<file path="config.mk">
export PLATFORM = sky130hd
export DESIGN_NAME = alu_issue_ctrl_flat
export DESIGN_NICKNAME = d
export VERILOG_FILES = /design/src/rtl/alu_issue_ctrl_pkg.sv /design/src/rtl/alu_issue_ctrl_if.sv /design/src/rtl/alu_ctrl_decode.sv /design/src/rtl/alu_issue_ctrl.sv /design/src/flat_wrapper.sv
export SDC_FILE = /design/constraint.sdc
export NUM_CORES = 1
export LEC_CHECK = 0
export CAP_MARGIN = 20
export CORE_UTILIZATION = 46
export DETAILED_ROUTE_END_ITERATION = 10
export DONT_BUFFER_PORTS = 1
export SYNTH_ARGS = -nofsm -noshare
export SYNTH_HDL_FRONTEND = slang
export SYNTH_SLANG_ARGS = --single-unit
</file>
<file path="constraint.sdc">
create_clock -name clk -period 2.6 [get_ports clk]
set_clock_uncertainty 0.2 [all_clocks]
set_input_delay 0.52 -clock clk [delete_from_list [all_inputs] [get_ports clk]]
set_output_delay 0.52 -clock clk [all_outputs]
set_load 0.05 [all_outputs]
</file>
<file path="src/rtl/alu_issue_ctrl_pkg.sv">
// Shared encodings for the ALU issue path: ALU control codes, ALUOp/funct values, FSM states.
package alu_issue_ctrl_pkg;

   localparam logic [3:0] ALU_AND = 4'd0;
   localparam logic [3:0] ALU_OR  = 4'd1;
   localparam logic [3:0] ALU_ADD = 4'd2;
   localparam logic [3:0] ALU_SUB = 4'd6;

   localparam logic [1:0] ALUOP_ADD   = 2'b00;
   localparam logic [1:0] ALUOP_SUB   = 2'b01;
   localparam logic [1:0] ALUOP_RTYPE = 2'b10;
   localparam logic [1:0] ALUOP_RSVD  = 2'b11;

   localparam logic [5:0] FUNCT_ADD = 6'h20;
   localparam logic [5:0] FUNCT_SUB = 6'h22;
   localparam logic [5:0] FUNCT_AND = 6'h24;
   localparam logic [5:0] FUNCT_OR  = 6'h25;

   typedef enum logic [1:0] {IDLE, EXEC, WAIT, RESP} state_t;

endpackage

</file>
<file path="src/rtl/alu_issue_ctrl_if.sv">
// Decode-side issue handshake, ALU operand/control bus and writeback handshake.
interface alu_issue_ctrl_if #(parameter int WIDTH = 32);

   logic             issue_valid;
   logic             issue_ready;
   logic [1:0]       alu_op;
   logic [5:0]       funct;
   logic [WIDTH-1:0] rs_data;
   logic [WIDTH-1:0] rt_data;
   logic [WIDTH-1:0] imm_ext;
   logic             use_imm;
   logic [4:0]       dest_reg;
   logic [WIDTH-1:0] read_data_1;
   logic [WIDTH-1:0] read_data_2;
   logic [3:0]       ALUcontrol;
   logic [WIDTH-1:0] alu_result;
   logic             wb_valid;
   logic             wb_ready;
   logic [WIDTH-1:0] wb_data;
   logic [4:0]       wb_reg;
   logic             wb_err;
   logic [15:0]      ops_done;
   logic [15:0]      ops_err;

   // master is the issue controller; slave is decode + ALU + writeback around it
   modport master (
      input  issue_valid, alu_op, funct, rs_data, rt_data, imm_ext, use_imm, dest_reg,
             alu_result, wb_ready,
      output issue_ready, read_data_1, read_data_2, ALUcontrol,
             wb_valid, wb_data, wb_reg, wb_err, ops_done, ops_err
   );

   modport slave (
      output issue_valid, alu_op, funct, rs_data, rt_data, imm_ext, use_imm, dest_reg,
             alu_result, wb_ready,
      input  issue_ready, read_data_1, read_data_2, ALUcontrol,
             wb_valid, wb_data, wb_reg, wb_err, ops_done, ops_err
   );

endinterface

</file>
<file path="src/rtl/alu_ctrl_decode.sv">
// Combinational ALUOp/funct to 4-bit ALU control translation with illegal-op flag.
module alu_ctrl_decode
   import alu_issue_ctrl_pkg::*;
(
   input  logic [1:0] alu_op,
   input  logic [5:0] funct,
   output logic [3:0] alu_ctrl,
   output logic       illegal
);

   always_comb begin
      alu_ctrl = ALU_ADD;
      illegal  = 1'b0;
      case (alu_op)
         ALUOP_ADD: alu_ctrl = ALU_ADD;
         ALUOP_SUB: alu_ctrl = ALU_SUB;
         ALUOP_RTYPE: begin
            case (funct)
               FUNCT_ADD: alu_ctrl = ALU_ADD;
               FUNCT_SUB: alu_ctrl = ALU_SUB;
               FUNCT_AND: alu_ctrl = ALU_AND;
               FUNCT_OR:  alu_ctrl = ALU_OR;
               default:   illegal  = 1'b1;
            endcase
         end
         default: illegal = 1'b1;
      endcase
   end

endmodule

</file>
<file path="src/rtl/alu_issue_ctrl.sv">
// ALU issue controller: accepts one decoded op, drives the registered-output ALU,
// waits out its latency and hands the captured result to writeback.
module alu_issue_ctrl
   import alu_issue_ctrl_pkg::*;
#(
   parameter int WIDTH       = 32,
   parameter int ALU_LATENCY = 1
)(
   input  logic             clk,
   input  logic             rst,
   alu_issue_ctrl_if.master bus
);

   localparam logic [2:0] CNT_INIT = 3'(ALU_LATENCY - 1);

   state_t     state;
   logic [2:0] cnt;
   logic [3:0] dec_ctrl;
   logic       dec_illegal;

   alu_ctrl_decode u_dec (
      .alu_op   (bus.alu_op),
      .funct    (bus.funct),
      .alu_ctrl (dec_ctrl),
      .illegal  (dec_illegal)
   );

   assign bus.issue_ready = (state == IDLE);

   always_ff @(posedge clk) begin
      if (rst) begin
         state           <= IDLE;
         cnt             <= 3'd0;
         bus.read_data_1 <= {WIDTH{1'b0}};
         bus.read_data_2 <= {WIDTH{1'b0}};
         bus.ALUcontrol  <= ALU_ADD;
         bus.wb_valid    <= 1'b0;
         bus.wb_data     <= {WIDTH{1'b0}};
         bus.wb_reg      <= 5'd0;
         bus.wb_err      <= 1'b0;
         bus.ops_done    <= 16'd0;
         bus.ops_err     <= 16'd0;
      end else begin
         case (state)
            IDLE: begin
               if (bus.issue_valid) begin
                  bus.wb_reg <= bus.dest_reg;
                  // illegal ops bypass the ALU entirely, leaving its inputs untouched
                  if (dec_illegal) begin
                     bus.wb_err   <= 1'b1;
                     bus.wb_data  <= {WIDTH{1'b0}};
                     bus.ops_err  <= bus.ops_err + 16'd1;
                     bus.wb_valid <= 1'b1;
                     state        <= RESP;
                  end else begin
                     bus.read_data_1 <= bus.rs_data;
                     bus.read_data_2 <= bus.use_imm ? bus.imm_ext : bus.rt_data;
                     bus.ALUcontrol  <= dec_ctrl;
                     state           <= EXEC;
                  end
               end
            end
            EXEC: begin
               cnt   <= CNT_INIT;
               state <= WAIT;
            end
            WAIT: begin
               if (cnt != 3'd0) begin
                  cnt <= cnt - 3'd1;
               end else begin
                  bus.wb_data  <= bus.alu_result;
                  bus.wb_err   <= 1'b0;
                  bus.ops_done <= bus.ops_done + 16'd1;
                  bus.wb_valid <= 1'b1;
                  state        <= RESP;
               end
            end
            RESP: begin
               if (bus.wb_ready) begin
                  bus.wb_valid <= 1'b0;
                  state        <= IDLE;
               end
            end
            default: state <= IDLE;
         endcase
      end
   end

endmodule

</file>
<file path="src/flat_wrapper.sv">
// flat-port wrapper written by rule: the top's interface ports become plain ports
module alu_issue_ctrl_flat import alu_issue_ctrl_pkg::*;
#(
   parameter int WIDTH       = 32,
   parameter int ALU_LATENCY = 1
)
  (clk, rst, bus_issue_valid, bus_alu_op, bus_funct, bus_rs_data, bus_rt_data, bus_imm_ext, bus_use_imm, bus_dest_reg, bus_alu_result, bus_wb_ready, bus_issue_ready, bus_read_data_1, bus_read_data_2, bus_ALUcontrol, bus_wb_valid, bus_wb_data, bus_wb_reg, bus_wb_err, bus_ops_done, bus_ops_err);
  alu_issue_ctrl_if #(.WIDTH(WIDTH)) bus_i ();
  input  logic clk;
  input  logic rst;
  input wire logic [$bits(bus_i.issue_valid)-1:0] bus_issue_valid;
  input wire logic [$bits(bus_i.alu_op)-1:0] bus_alu_op;
  input wire logic [$bits(bus_i.funct)-1:0] bus_funct;
  input wire logic [$bits(bus_i.rs_data)-1:0] bus_rs_data;
  input wire logic [$bits(bus_i.rt_data)-1:0] bus_rt_data;
  input wire logic [$bits(bus_i.imm_ext)-1:0] bus_imm_ext;
  input wire logic [$bits(bus_i.use_imm)-1:0] bus_use_imm;
  input wire logic [$bits(bus_i.dest_reg)-1:0] bus_dest_reg;
  input wire logic [$bits(bus_i.alu_result)-1:0] bus_alu_result;
  input wire logic [$bits(bus_i.wb_ready)-1:0] bus_wb_ready;
  output wire logic [$bits(bus_i.issue_ready)-1:0] bus_issue_ready;
  output wire logic [$bits(bus_i.read_data_1)-1:0] bus_read_data_1;
  output wire logic [$bits(bus_i.read_data_2)-1:0] bus_read_data_2;
  output wire logic [$bits(bus_i.ALUcontrol)-1:0] bus_ALUcontrol;
  output wire logic [$bits(bus_i.wb_valid)-1:0] bus_wb_valid;
  output wire logic [$bits(bus_i.wb_data)-1:0] bus_wb_data;
  output wire logic [$bits(bus_i.wb_reg)-1:0] bus_wb_reg;
  output wire logic [$bits(bus_i.wb_err)-1:0] bus_wb_err;
  output wire logic [$bits(bus_i.ops_done)-1:0] bus_ops_done;
  output wire logic [$bits(bus_i.ops_err)-1:0] bus_ops_err;
  assign bus_i.issue_valid = bus_issue_valid;
  assign bus_i.alu_op = bus_alu_op;
  assign bus_i.funct = bus_funct;
  assign bus_i.rs_data = bus_rs_data;
  assign bus_i.rt_data = bus_rt_data;
  assign bus_i.imm_ext = bus_imm_ext;
  assign bus_i.use_imm = bus_use_imm;
  assign bus_i.dest_reg = bus_dest_reg;
  assign bus_i.alu_result = bus_alu_result;
  assign bus_i.wb_ready = bus_wb_ready;
  assign bus_issue_ready = bus_i.issue_ready;
  assign bus_read_data_1 = bus_i.read_data_1;
  assign bus_read_data_2 = bus_i.read_data_2;
  assign bus_ALUcontrol = bus_i.ALUcontrol;
  assign bus_wb_valid = bus_i.wb_valid;
  assign bus_wb_data = bus_i.wb_data;
  assign bus_wb_reg = bus_i.wb_reg;
  assign bus_wb_err = bus_i.wb_err;
  assign bus_ops_done = bus_i.ops_done;
  assign bus_ops_err = bus_i.ops_err;
  alu_issue_ctrl #(.WIDTH(WIDTH), .ALU_LATENCY(ALU_LATENCY)) u_core (.clk(clk), .rst(rst), .bus(bus_i));
endmodule
</file>
==> results.yml, run 1 <==
outcome:
  status: "finished clean"
die:
  io_pins: 286
  die_y_um: 119
  die_area_mm2: 0.0142
  die_w_um: 119
  initial_core_util_pct: 47.4
  rows: 42
  core_mm2: 0.0133
worst_setup_path:
  crit_path_max_fanout: 17
  cp.required_ns: 2.70
  crit_chain: "inv_1 -> ha_4 -> and2_4 -> buf_8 -> o211ai_1 -> clkbuf_16 -> o221ai_1 -> a21oi_1 -> dlygate4sd3_1"
  cpPeakStageDelay_ns: 0.56
  end_kind: "flip-flop"
  critPathSlowestCell: "dlygate4sd3_1"
  start_kind: "flip-flop"
  cp_data_arrival_time_ns: 2.63
  worstSetupPathType: "flip-flop to flip-flop"
clock_network:
  htree_num_levels: 4
  cts_buffer_depth: 2
  root_buffer: "clkbuf_16"
  clkLatencyLatePin_ns: 0.42
  numCtsBuffers: 17
  cts_tree: "built"
  clk_pin_slew_worst_paths_ns: 0.06
  clock-sinks: 143
pwr:
  switchingPower_mw: 3.11
  power.density_mw_per_mm2: 986
  clkPwrFrac_pct: 29.6
  p_seq_share_pct: 45.5
  p_comb_share_pct: 24.9
  p_int_mw: 4.69
  p_leak_nw: 2.86
  ir_drop_v: 0.000427
  p_sw_share_pct: 39.9
logic_synthesis:
  synth_seq_cells: 143
  postSynthAreaPerCell_um2: 8.72
  syn-num-nets: 883
  seq_area_frac_synth_pct: 45.2
  ys_types: 53
  yosys_warnings: 0
  ys.flop_type: "dfxtp_1"
  synth_edf_count: 0
  syn_inst: 726
  netlist_area_mm2: 0.00633
  ys_async_sr_fraction_pct: 0
cells_and_area:
  syn_to_final_growth_pct: 24.9
  fin_area_mm2: 0.00791
  top_regs: "u_core.bus.read_data_1 x32, u_core.bus.read_data_2 x32, u_core.bus.wb_data x32"
  ff_latch_area_mm2: 0.00287
  final_cell_mix: "140 x dfxtp_1, 126 x a21oi_1, 74 x o21ai_0"
  drive_above_1_share_pct: 14.2
  stdcell_count: 959
  nets: 928
  mostFrequentLayoutCell: "dfxtp_1"
  fillers: 1209
  n_antenna_cell: 0
  multiInputGateArea_mm2: 0.00323
timing:
  setup_violations: 0
  slew_viol_final: 0
  worst_pin_slew_ns: 0.618
  period_share_pct: 97.2
  min_period_ns: 2.53
  maxSlewHeadroom_pct: 58.8
  hold_viol: 0
  max_freq_mhz: 396
  rsz0062_at_grt: "yes"
  postLayoutSetupSlackWorst_ns: 0.0735
placement:
  gp_congestion: 0.799
  dp_hpwl_mm: 11.6
  dpl_cell_area_mm2: 0.00663
  io_buffers: 0
  dp_cells: 869
  pre_cts_ws_ns: 0.0289
detailed_routing:
  wl_mm: 18.6
  vias: 5910
  drtIter0Drc: 434
  drtAntennaViolNets: 0
  first_pass_iters: 5
  routed_via_density: 6.16
  drc: 0
  wl_per_cell_um: 19.4
job:
  max_cap_viol_count: 0
global_route:
  grt_pass1_vias: 5576
  grt_max_degree: 99
  grt_pass1_wl_mm: 28.1
  grt-ovfl-total: 0
  antenna_found_initial: 0
  grt_usage_pct: 24.6
hold_path:
  hold_class: "primary input to flip-flop"
==> layout make-up <==
cell class              instances  share of cell area (%)
clock inverters                 5                   0.680
well taps                     176                    2.78
inverters                      15                   0.743
clock buffers                  26                    6.44
flip-flops and latches        143                    36.3
multi-input cells             498                    40.8
repair buffers                 96                    12.3
==> worst paths after layout <==
path | start | to | slack, ns | cells after the start
worst max-delay path | u_core.state[1] | u_core.bus.wb_data[22] | 0.07 | 9
worst min-delay path | rst | u_core.bus.ALUcontrol[1] | 0.03 | 1
worst max register to register | u_core.state[1] | u_core.bus.wb_data[22] | 0.07 | 9
worst min register to register | u_core.cnt[0] | u_core.cnt[0] | 0.33 | 2
==> synth_stat cells (2+ instances only) <==
| master | instances | area, um^2 |
|---|---|---|
| nor3_1 | 4 | 20.0 |
| o21ai_1 | 6 | 30.0 |
| nor4_1 | 2 | 12.5 |
| nand2_1 | 26 | 97.6 |
| buf_1 | 3 | 11.3 |
| nor4b_1 | 3 | 26.3 |
| nand3_1 | 42 | 210 |
| o221ai_1 | 32 | 280 |
| clkbuf_1 | 61 | 229 |
| o21bai_1 | 2 | 15.0 |
| a21oi_1 | 127 | 636 |
| inv_1 | 15 | 56.3 |
| mux2_2 | 3 | 33.8 |
| or3_2 | 3 | 22.5 |
| a211oi_1 | 33 | 248 |
| buf_2 | 4 | 20.0 |
| nand4_1 | 8 | 50.1 |
| dfxtp_1 | 143 | 2860 |
| or4_1 | 5 | 37.5 |
| o2111ai_1 | 2 | 17.5 |
| or3_1 | 8 | 50.1 |
| o31ai_1 | 5 | 37.5 |
| xor2_1 | 6 | 52.6 |
| nor2b_1 | 3 | 18.8 |
| ha_1 | 11 | 138 |
| and3_1 | 2 | 12.5 |
| mux2i_1 | 35 | 350 |
| o21ai_0 | 74 | 370 |
| nor2_1 | 25 | 93.8 |
| nand2b_1 | 3 | 18.8 |
| and4_1 | 3 | 26.3 |
| o211ai_1 | 2 | 15.0 |
| xnor2_1 | 5 | 43.8 |
==> power by group through the flow <==
stage | Clock (mW) | Combinational [mW] | Sequential, mW
floorplan | 0 | 1.16 | 3.57
global placement | 0 | 1.49 | 3.58
detailed placement | 0 | 1.55 | 3.58
CTS | 2.35 | 1.69 | 3.54
global route | 2.45 | 2.14 | 3.58
finish | 2.31 | 1.95 | 3.55
==> metrics by stage <==
stage                     setup TNS, ns  utilization (%)  hold slack, ns  power (mW)
final                                 0             59.3          0.0311        7.80
after global routing            -0.0475             59.3          0.0177        8.16
after CTS                             0             57.2          0.0105        7.57
after detailed placement              0             49.7           0.277        5.14
after global placement            -4.58             49.6           0.276        5.06
after floorplan                       0                -           0.256        4.73
==> repair_timing <==
action,CTS,global route
hold endpoints to repair,139,0
gates resized for setup,0,30
buffers inserted,0,13
setup endpoints to repair,0,31
hold buffers,42,0
==> kinds of logic after synthesis <==
| family | share of synthesized area (%) |
|---|---|
| buffers and inverters | 5.30 |
| multiplexers | 6.07 |
| AO/OA/AOI/OAI | 27.3 |
| flip-flops | 45.2 |
| XOR/XNOR | 1.52 |
| adder cells (fa/ha/maj) | 2.17 |
| other | 0.0592 |
| AND/OR/NAND/NOR | 12.3 |
==> critical path: cells and delay by family (launching register included) <==
kind                       cells  cell delay, ns
AOI/OAI and AO/OA              3            0.45
adders and majority gates      1            0.17
buffers and inverters          4            1.07
DFF                            1            0.36
and+or+nand+nor                1            0.17
==> per-layer routing <==
metal | wire length, um | global-route usage [%] | up-vias
met3 | 1490 | 7.38 | 31
met5 | 0 | 0 | -
li1 | - | - | 2791
met2 | 9350 | 42.5 | 253
met4 | 408 | 10.5 | 0
met1 | 7390 | 28.2 | 2835
Note: power is estimated with default switching activity, not from simulation.
==> inputs of run 2 (changes only) <==
--- a/config.mk
+++ b/config.mk
@@ -9,6 +9,7 @@
 export CORE_UTILIZATION = 46
 export DETAILED_ROUTE_END_ITERATION = 10
 export DONT_BUFFER_PORTS = 1
+export SLEW_MARGIN = 20
 export SYNTH_ARGS = -nofsm -noshare
 export SYNTH_HDL_FRONTEND = slang
 export SYNTH_SLANG_ARGS = --single-unit
==> run 2 against run 1 <==
Net effect:
- highest routed layer unchanged
- final area down 1.9%
- final cell count down 1.5%
- die area did not move
- sequential cell count unchanged
- power up 0.88%
- non-clock buffer count shrank 16
- largest cell class unchanged
- critical path depth shrank 2
- sequential power hardly changed
- hold slack got worse by 0.0016 ns
- sequential share of layout area grew 0.63 points
- register-to-register slack improved by 0.05 ns
- routed wire length down 3.2%
==> results.yml, run 2 (same netlist as run 1, synthesis figures left out) <==
worst_setup_path:
  cp_data_arrival_time_ns: 2.62
  r2r_end: "u_core.bus.read_data_1[21]"
  end_kind: "flip-flop"
  rr_worst_depth: 7
  cp.required_ns: 2.71
  r2r_start: "u_core.state[0]"
  crit_cells: 7
  r2r_setup_slack_ns: 0.12
  cp_top_family: "simple AND/OR/NAND/NOR gates"
  worst-path-buf-inv: 2
  worstSetupPathType: "primary input to flip-flop"
  cpPeakStageDelay_ns: 0.61
  start_kind: "primary input"
  crit_chain: "inv_1 -> ha_1 -> and4bb_2 -> a21oi_2 -> nor2_2 -> a211oi_1 -> dlygate4sd3_1"
  critPathSlowestCell: "nor2_2"
  crit_path_max_fanout: 16
placement:
  dpl_cell_area_mm2: 0.00662
  gp_congestion: 0.799
  pre_cts_ws_ns: 0.0292
  dp_hpwl_mm: 11.4
  io_buffers: 0
timing:
  slew_viol_final: 0
  postLayoutSetupSlackWorst_ns: 0.0952
  period_share_pct: 96.3
  setup_violations: 0
  rsz0062_at_grt: "yes"
  max_freq_mhz: 399
  worst_pin_slew_ns: 0.717
  hold_viol: 0
  fin_tns_setup_ns: 0
  min_period_ns: 2.50
  finalHoldWorstSlack_ns: 0.0295
  maxSlewHeadroom_pct: 52.2
global_route:
  use_met2_pct: 41.1
  grt.busiest_layer: "met2"
  grt-ovfl-total: 0
  antenna_found_initial: 0
  grt_pass1_wl_mm: 27.7
  grt_pass1_vias: 5458
  grt_usage_pct: 24.4
  grt_max_degree: 99
  use_met1_pct: 28.2
  use_met3_pct: 7.95
die:
  rows: 42
  initial_core_util_pct: 47.4
  die_w_um: 119
  die_y_um: 119
  io_pins: 286
  die_area_mm2: 0.0142
  core_mm2: 0.0133
hold_path:
  hold_class: "primary input to flip-flop"
  hold_path_depth: 2
  min_to: "u_core.bus.wb_reg[0]"
  worstHoldStart: "bus_dest_reg[0]"
clock_network:
  clk_pin_slew_worst_paths_ns: 0.06
  cts_buffer_depth: 2
  clock-sinks: 143
  root_buffer: "clkbuf_16"
  cts_tree: "built"
  htree_num_levels: 4
  numCtsBuffers: 17
  clkLatencyLatePin_ns: 0.43
job:
  max_cap_viol_count: 0
detailed_routing:
  routed_via_density: 6.14
  drtAntennaViolNets: 0
  vias: 5799
  drc: 0
  wl_per_cell_um: 19.1
  first_pass_iters: 5
  wl_mm: 18.0
  drtIter0Drc: 390
cells_and_area:
  mostFrequentLayoutCell: "dfxtp_1"
  drive_above_1_share_pct: 11.8
  top_regs: "u_core.bus.read_data_1 x32, u_core.bus.read_data_2 x32, u_core.bus.wb_data x32"
  fin_area_mm2: 0.00776
  final_cell_mix: "142 x dfxtp_1, 126 x a21oi_1, 74 x o21ai_0"
  syn_to_final_growth_pct: 22.6
  n_antenna_cell: 0
  nets: 913
pwr:
  power.density_mw_per_mm2: 1010
  ir_drop_v: 0.000573
  p_leak_nw: 2.78
  finalPower_mw: 7.87
outcome:
  status: "finished clean"
## run 2: layer usage
metal | part of all wire [%] | wire, um
met2 | 50 | 8990
met3 | 7.9 | 1430
met5 | 0 | 0
met1 | 40 | 7140
met4 | 2.7 | 479
## run 2: per-stage QoR
step	util, %	cells
final	58.2	945
after global routing	58.2	945
after CTS	57.8	943
after detailed placement	49.6	868
after global placement	49.6	868
after floorplan	-	726
## run 2: area by class of cell
type	instances	area (um^2)
fillers	1208	5590
multi-input cells	499	3190
flip-flops and latches	143	2860
repair buffers	80	786
clock buffers	23	488
well taps	176	220
clock inverters	9	155
inverters	15	56.3
## run 2: worst max-delay path by stage
| stage | end | start | slack [ns] |
|---|---|---|---|
| floorplan | u_core.bus.wb_data[0] | u_core.state[0] | 0.13 |
| global placement | u_core.bus.read_data_2[29] | bus_alu_op[0] | -0.15 |
| detailed placement | u_core.bus.ops_err[8] | bus_alu_op[0] | 0.03 |
| CTS | u_core.cnt[0] | u_core.state[0] | 0.04 |
| global route | u_core.bus.read_data_1[22] | u_core.state[0] | -0.03 |
| finish | u_core.bus.read_data_2[8] | bus_alu_op[0] | 0.1 |
## run 2: worst register-to-register path, cell delays in order (launching register included)
cell	delay, ns
dfxtp_1	0.38
inv_1	0.09
ha_2	0.21
nand2_1	0.22
buf_4	0.39
o21ai_0	0.16
a21oi_1	0.20
dlygate4sd3_1	0.58
## run 2: power breakdown
group          leakage [nW]  internal, mW  total, mW  switching (mW)
logic                  1.31         0.613       1.72            1.10
clock network         0.313          1.71       2.62           0.912
registers              1.16          2.47       3.53            1.06
## run 2: repair_timing
action                                  4_1_cts  5_1_grt
endpoints found under the setup margin        0       25
hold buffers                                 43        0
setup buffers                                 0        1
gates resized for setup                       0       10
hold endpoints to repair                    139        0
